<file path="src/rtl/cosine_sequencer.sv">
// cosine_sequencer: state-bus controller for the cosine/distance datapath.
// Debounces detect, runs StartCalculation, NUM_TERMS AccumulateTerms cycles
// and CalculateDistance, then holds Report until the consumer takes the result.
// Optional build macro: COSINE_SEQ_TIMEOUT_EN adds a CalculateDistance timeout
// with a sticky error flag; without it, error is tied low and no counter exists.
module cosine_sequencer #(
  parameter int unsigned NUM_TERMS      = 6,
  parameter int unsigned ALERT_CYCLES   = 4,
  parameter int unsigned TIMEOUT_CYCLES = 64
) (
  input  logic       clk,
  input  logic       clear_n,
  input  logic       detect,
  input  logic       abort,
  input  logic       dp_done,
  input  logic       result_ready,
  output logic [2:0] state,
  output logic [3:0] term_idx,
  output logic       busy,
  output logic       result_valid,
  output logic       error
);

  typedef enum logic [2:0] {
    ST_STANDBY = 3'd0,
    ST_ALERT   = 3'd1,
    ST_START   = 3'd2,
    ST_ACCUM   = 3'd3,
    ST_CALC    = 3'd4,
    ST_REPORT  = 3'd5
  } state_e;

  localparam logic [3:0] LAST_TERM  = 4'(NUM_TERMS);
  localparam logic [7:0] ALERT_LAST = 8'(ALERT_CYCLES - 1);

  // Reject illegal configurations at elaboration time.
  if (NUM_TERMS < 1 || NUM_TERMS > 15) begin : g_bad_terms
    $error("cosine_sequencer: NUM_TERMS out of range 1..15");
  end
  if (ALERT_CYCLES < 1 || ALERT_CYCLES > 255) begin : g_bad_alert
    $error("cosine_sequencer: ALERT_CYCLES out of range 1..255");
  end
  if (TIMEOUT_CYCLES < 2 || TIMEOUT_CYCLES > 65535) begin : g_bad_timeout
    $error("cosine_sequencer: TIMEOUT_CYCLES out of range 2..65535");
  end

  state_e     state_q, state_d;
  logic [3:0] term_q, term_d;
  logic [7:0] alert_q, alert_d;
  // Low during the first CalculateDistance cycle so a stale dp_done is ignored.
  logic       armed_q, armed_d;
  logic       busy_q, valid_q;

`ifdef COSINE_SEQ_TIMEOUT_EN
  localparam logic [15:0] TIMEOUT_LAST = 16'(TIMEOUT_CYCLES - 1);
  logic [15:0] to_q, to_d;
  logic        err_q, err_d;
`endif

  // Next-state, term index, debounce counter and (optional) timeout logic.
  always_comb begin
    state_d = state_q;
    term_d  = term_q;
    alert_d = alert_q;
    armed_d = 1'b0;
`ifdef COSINE_SEQ_TIMEOUT_EN
    to_d    = 16'd0;
    err_d   = err_q;
`endif
    case (state_q)
      ST_STANDBY: begin
        term_d  = 4'd0;
        alert_d = 8'd0;
        if (detect) begin
          state_d = ST_ALERT;
        end else begin
          state_d = ST_STANDBY;
        end
      end
      ST_ALERT: begin
        if (abort || !detect) begin
          state_d = ST_STANDBY;
          alert_d = 8'd0;
        end else if (alert_q == ALERT_LAST) begin
          state_d = ST_START;
          alert_d = 8'd0;
`ifdef COSINE_SEQ_TIMEOUT_EN
          err_d   = 1'b0;
`endif
        end else begin
          alert_d = alert_q + 8'd1;
        end
      end
      ST_START: begin
        if (abort) begin
          state_d = ST_STANDBY;
          term_d  = 4'd0;
        end else begin
          state_d = ST_ACCUM;
          term_d  = 4'd1;
        end
      end
      ST_ACCUM: begin
        if (abort) begin
          state_d = ST_STANDBY;
          term_d  = 4'd0;
        end else if (term_q == LAST_TERM) begin
          state_d = ST_CALC;
          term_d  = 4'd0;
        end else begin
          term_d  = term_q + 4'd1;
        end
      end
      ST_CALC: begin
        armed_d = 1'b1;
        if (abort) begin
          state_d = ST_STANDBY;
          armed_d = 1'b0;
        end else if (armed_q && dp_done) begin
          state_d = ST_REPORT;
          armed_d = 1'b0;
        end else begin
`ifdef COSINE_SEQ_TIMEOUT_EN
          if (to_q == TIMEOUT_LAST) begin
            state_d = ST_STANDBY;
            armed_d = 1'b0;
            err_d   = 1'b1;
          end else begin
            to_d    = to_q + 16'd1;
          end
`else
          state_d = ST_CALC;
`endif
        end
      end
      ST_REPORT: begin
        if (result_ready) begin
          state_d = ST_STANDBY;
        end else begin
          state_d = ST_REPORT;
        end
      end
      default: begin
        state_d = ST_STANDBY;
        term_d  = 4'd0;
        alert_d = 8'd0;
      end
    endcase
  end

  // State registers and registered status outputs; clear_n wins over everything.
  always_ff @(posedge clk) begin
    if (!clear_n) begin
      state_q <= ST_STANDBY;
      term_q  <= 4'd0;
      alert_q <= 8'd0;
      armed_q <= 1'b0;
      busy_q  <= 1'b0;
      valid_q <= 1'b0;
`ifdef COSINE_SEQ_TIMEOUT_EN
      to_q    <= 16'd0;
      err_q   <= 1'b0;
`endif
    end else begin
      state_q <= state_d;
      term_q  <= term_d;
      alert_q <= alert_d;
      armed_q <= armed_d;
      busy_q  <= (state_d == ST_START) || (state_d == ST_ACCUM) || (state_d == ST_CALC);
      valid_q <= (state_d == ST_REPORT);
`ifdef COSINE_SEQ_TIMEOUT_EN
      to_q    <= to_d;
      err_q   <= err_d;
`endif
    end
  end

  assign state        = state_q;
  assign term_idx     = term_q;
  assign busy         = busy_q;
  assign result_valid = valid_q;
`ifdef COSINE_SEQ_TIMEOUT_EN
  assign error        = err_q;
`else
  assign error        = 1'b0;
`endif

endmodule

</file>
<file path="config.mk">
export PLATFORM = sky130hd
export DESIGN_NAME = cosine_sequencer
export DESIGN_NICKNAME = d
export VERILOG_FILES = /design/src/rtl/cosine_sequencer.sv
export SDC_FILE = /design/constraint.sdc
export NUM_CORES = 1
export LEC_CHECK = 0
export ABC_AREA = 1
export CAP_MARGIN = 20
export CORE_MARGIN = 1
export CORE_UTILIZATION = 55
export CTS_CLUSTER_SIZE = 40
export DETAILED_ROUTE_END_ITERATION = 16
export PLACE_DENSITY = 0.82
export SYNTH_ARGS = -nofsm -noshare
export SYNTH_HDL_FRONTEND = slang
export SYNTH_SLANG_ARGS = --single-unit
</file>
<file path="constraint.sdc">
create_clock -name clk -period 2.35 [get_ports clk]
set_clock_uncertainty 0.15 [all_clocks]
set_input_delay 0.47 -clock clk [delete_from_list [all_inputs] [get_ports clk]]
set_output_delay 0.47 -clock clk [all_outputs]
set_load 0.02 [all_outputs]
</file>
# After elaboration in Yosys (flattened, before gate mapping)
# Index checks and enable logic that the tools add are counted.
[totals]
reg_bits = 18
latch_bits = 0
mem_bits_rw = 0
rom_bits = 0
inputBits = 6
out_inout_bits = 10
word_cells = 48
n_memories = 0
[classes]
n_addsub = 2
multipliers = 0
div = 0
n_lt_le_gt_ge = 0
eq_ne = 11
shift = 0
muxes = 18
bitwise = 2
reduce_logical = 9
[ops]
columns = ["op", "count"]
rows = [
  ["2-to-1 mux 3 bit", 6],
  ["one-hot mux 3 bit (6 select lines)", 1],
  ["2-to-1 mux 8 bit", 2],
  ["one-hot mux 8 bit (2 select lines)", 1],
  ["== test 3 x 2 -> 1 bit, second input constant", 4],
  ["== test 3 bit, second input constant", 4],
  ["one-hot mux 4 bit (3 select lines)", 1],
  ["adder 8 x 1 -> 8 bit, second input constant", 1],
  ["== test 8 x 2 -> 1 bit, second input constant", 1],
  ["2-to-1 mux 4 bit", 2],
  ["OR reduction 3 bit", 2],
  ["adder 4 x 1 -> 4 bit, second input constant", 1],
  ["== test 4 x 3 -> 1 bit, second input constant", 1],
  ["2-to-1 mux 1 bit", 4],
  ["OR reduction 4 bit", 1],
  ["== test 3 x 1 -> 1 bit, second input constant", 1],
  ["zero test 3 bit", 1],
  ["logical OR 1 bit", 3],
  ["2-to-1 mux 2 bit", 1],
  ["NOT 1 bit", 2],
  ["logical AND 1 bit", 1],
  ["zero test 1 bit", 1],
]

# Longest topological paths before layout
[logic_depth]
word_depth = 7
depth_mapped = 8
depth_no_buf = 8

# Worst setup path after synthesis
# No wires, ideal clock.
[synth_path]
kind = "register -> register"
startpoint = "reg term_q[0] (netlist: term_idx[0])"
endpoint = "reg term_q[1] (netlist: term_idx[1])"
t_arrival_ns = 1.265
t_required_ns = 2.121
setup_slack_ns = 0.856
stages_incl_launch_ff = 8
n_path_buf = 0
cell_sequence = "dfxtp_1 > inv_1 > ha_1 > nand3_1 > inv_1 > nor2_1 > o21ai_1 > a211oi_2"
[synth_between]
elab_chain_cells = 4
elab_cells_between_ends = 5
[synth_rtl]
columns = ["element", "line_no", "text"]
rows = [
  ["start: declaration", "48", "logic [3:0] term_q, term_d;"],
  ["start signal: assignment", "166", "term_q <= term_d;"],
  ["adder 4 x 1 -> 4 bit / == test 4 x 3 -> 1 bit (equally long branches)", "111, 107", ""],
  ["2-to-1 mux 4 bit *", "107", "end else if (term_q == LAST_TERM) begin"],
  ["2-to-1 mux 4 bit *", "104", "if (abort) begin"],
  ["one-hot mux 4 bit (3 select lines) *", "70", "case (state_q)"],
]
# Every way passes the cells marked *; elsewhere a longest branch is shown, timed or not.
# A chain may end at the register's enable or synchronous reset.

# Worst setup path after layout
[layout_path]
startpoint = "reg state_q[2] (netlist: state[2])"
endpoint = "out state[2]"
[layout_lines]
columns = ["element", "line_no", "text"]
rows = [
  ["start: declaration", "47", "state_e state_q, state_d;"],
  ["start signal: assignment", "165", "state_q <= state_d;"],
  ["end: declaration", "17", "output logic [2:0] state,"],
]
# No word-level cell between the ends.

==> metrics <==
switching fraction of total power=0.236; Post-synth top flop=dfxtp_1; Core ar.=1560 sq um; DRT antenna net count=0; Post-synth EDFFs=0; part of the cycle the worst path needs=0.891; Reg clk slew, reported paths=0.10 ns; final layout net count=170; Gate power share=0.081; Crit path buffers/inverters=1; fin area=1130 sq um; most frequent cells in the layout=nand2_1, dfxtp_1, nand3_1; vias in the first global route=875; run status=completed; gr usage total=0.258; fillers=145; Sequential Area=360 sq um; fin. max-slew vios=0; crit path max-delay cell type=clkdlybuf4s50_1; HP Class=register to register; Die Span X=43.6 um; Multi-input gate area=519 sq um; Pwr Density=443 nW/um^2; RSZ-0062 raised after global routing=no; cell row count=14; WHS Path Cells=2; n_diodes=0; I/O pin count=16; critical-path cell list=clkdlybuf4s50_1; capturing point of the worst reg2reg path=term_idx[1]; Post-synth ARST share=0; Worst EP required=1.73 ns; largest net degree at the start of global routing=11; flops & latches, synth=18; library cells used by synthesis=23; drt first pass iters=4; placed instance area=1110 sq um; die height=43.6 um; Clock Latency Late Sink=0.29 ns; htree depth=1; DRC marker count from the first detailed-route iteration=39; first-pass GRT wire length=3670 um; Final TNS setup=0 ns; cell taking the most area after synthesis=dfxtp_1; crit path capture type=primary output; Mean Syn Cell Area=6.70 sq um; Static Leak=0.469 nW; hold endpoint=alert_q[6]; Synth top area share=0.379; crit path kind=register to primary output; crit path max fanout=8; max-cap viol count=0; commonest non-fill, non-tap cell in the layout=nand2_1; largest delay contributor family on the critical path=buffers and inverters; Total Wirelength=2120 um; CTS Sinks=18; TritonCTS clock tree=done; vias=986; Synth area leaders=dfxtp_1, nand2_1, nand3_1, a21oi_1, inv_1; post-synth net total=151; CTS Buf Count=3; Pint=0.384 mW; synthesis warning total=0; crit path DAT=1.47 ns; Non-Filler Instances=175; post-CTS setup buffer count=0; vias per inst=5.63; post_cts resized=0; proportion of layout cells with a drive suffix above 1=0.0755; reg-to-reg slack, setup=0.79 ns; critical path startpoint category=register; Clock power frac=0.301; Switching Power=0.119 mW; sequential share of the synthesized area=0.379; Final Setup Violations=0; Worst R2R Path Depth=7; maximum VDD drop=312 uV; grt ovf=0; mapped cell area=951 sq um; worst r2r src=term_idx[0]; DRC=0; number of placed cells counting well taps=172; port buffer count=14; RD Place Congestion=0.861; initial antenna violation count=0; Mapped Cells=142; detailed placement HPWL=1570 um; Final Hold Vio Count=0; Slowest Stage Delay on Critical Path=0.67 ns; die area=1900 sq um; Hold Crit Start=alert_q[6]; Tot Pwr=0.502 mW; Post-CTS Hold Buffers=0; CTS Buffer Depth=2; Area Overhead vs Synth=19.2%; fin crit period=2.09 ns; CTS Root Cell=clkbuf_4; starting density of the core=0.610; WL per Instance=12.1 um; FMAX=0.478 GHz; Seq pwr share=0.618
stage by stage:
stage	worst slack (ns)	utilization	hold WS (ns)
finish	0.256	0.727	0.342
global route	0.199	0.727	0.368
CTS	0.265	0.727	0.342
detailed placement	0.425	0.713	0.329
global placement	0.479	0.713	0.317
floorplan	0.856	-	0.304
worst max path at each step:
| stage | cells past startpoint | slack [ns] | startpoint | endpoint |
|---|---|---|---|---|
| after floorplan | 7 | 0.86 | term_idx[0] | term_idx[1] |
| after detailed placement | 7 | 0.42 | abort | busy |
| after global placement | 7 | 0.48 | abort | busy |
| after global routing | 1 | 0.20 | state[2] | state[2] |
| final | 1 | 0.26 | state[2] | state[2] |
| after CTS | 1 | 0.27 | state[2] | state[2] |
synth_stat cells (2+ instances only):
| cell | instances |
|---|---|
| a21oi_1 | 14 |
| nand3_1 | 15 |
| o21ai_1 | 2 |
| nor3_1 | 2 |
| nand4_1 | 2 |
| inv_1 | 12 |
| o21ai_0 | 5 |
| nor2_1 | 12 |
| nand2_1 | 40 |
| dfxtp_1 | 18 |
| a31oi_1 | 2 |
| nor2_2 | 2 |
| ha_1 | 3 |
| inv_2 | 4 |
registers in the layout, summed over array words and instances, names as in the netlist:
signal / cells
alert_q: 8
armed_q: 1
busy: 1
result_valid: 1
state: 3
term_idx: 4
logic make-up (layout without fill, tap and decap cells):
logic type | Yosys count | count (layout) | share of synthesized area
AOI/OAI and AO/OA | 26 | 26 | 0.158
and+or+nand+nor | 75 | 75 | 0.336
DFF | 18 | 18 | 0.379
adders and majority gates | 3 | 3 | 0.0395
buffers and inverters | 18 | 35 | 0.0750
other | 1 | 1 | 0.00394
xor gates and xnor gates | 1 | 1 | 0.00921
power groups by stage:
stage | Combinational [mW] | Clock (mW) | Sequential, mW
6_report | 0.0406 | 0.151 | 0.311
4_1_cts | 0.0401 | 0.151 | 0.310
2_1_floorplan | 0.0208 | 0 | 0.318
5_1_grt | 0.0451 | 0.163 | 0.311
3_3_place_gp | 0.0395 | 0 | 0.317
3_5_place_dp | 0.0400 | 0 | 0.317
routing by layer:
layer | global-route usage | vias up | routed length, um | part of all wire
met1 | 0.365 | 451 | 1010 | 0.48
met3 | 0.0375 | 2 | 122 | 0.058
met2 | 0.400 | 28 | 968 | 0.46
met4 | 0.0938 | 0 | 15 | 0.0071
li1 | - | 505 | - | -
met5 | 0 | - | 0 | 0
cell type report:
class / count / area share
clock buffer: 3 / 0.0199
sequential: 18 / 0.318
tap: 16 / 0.0177
multi-input combinational: 106 / 0.458
timing repair buffer: 15 / 0.130
inverter: 17 / 0.0563
Note: power is estimated with default switching activity, not from simulation.
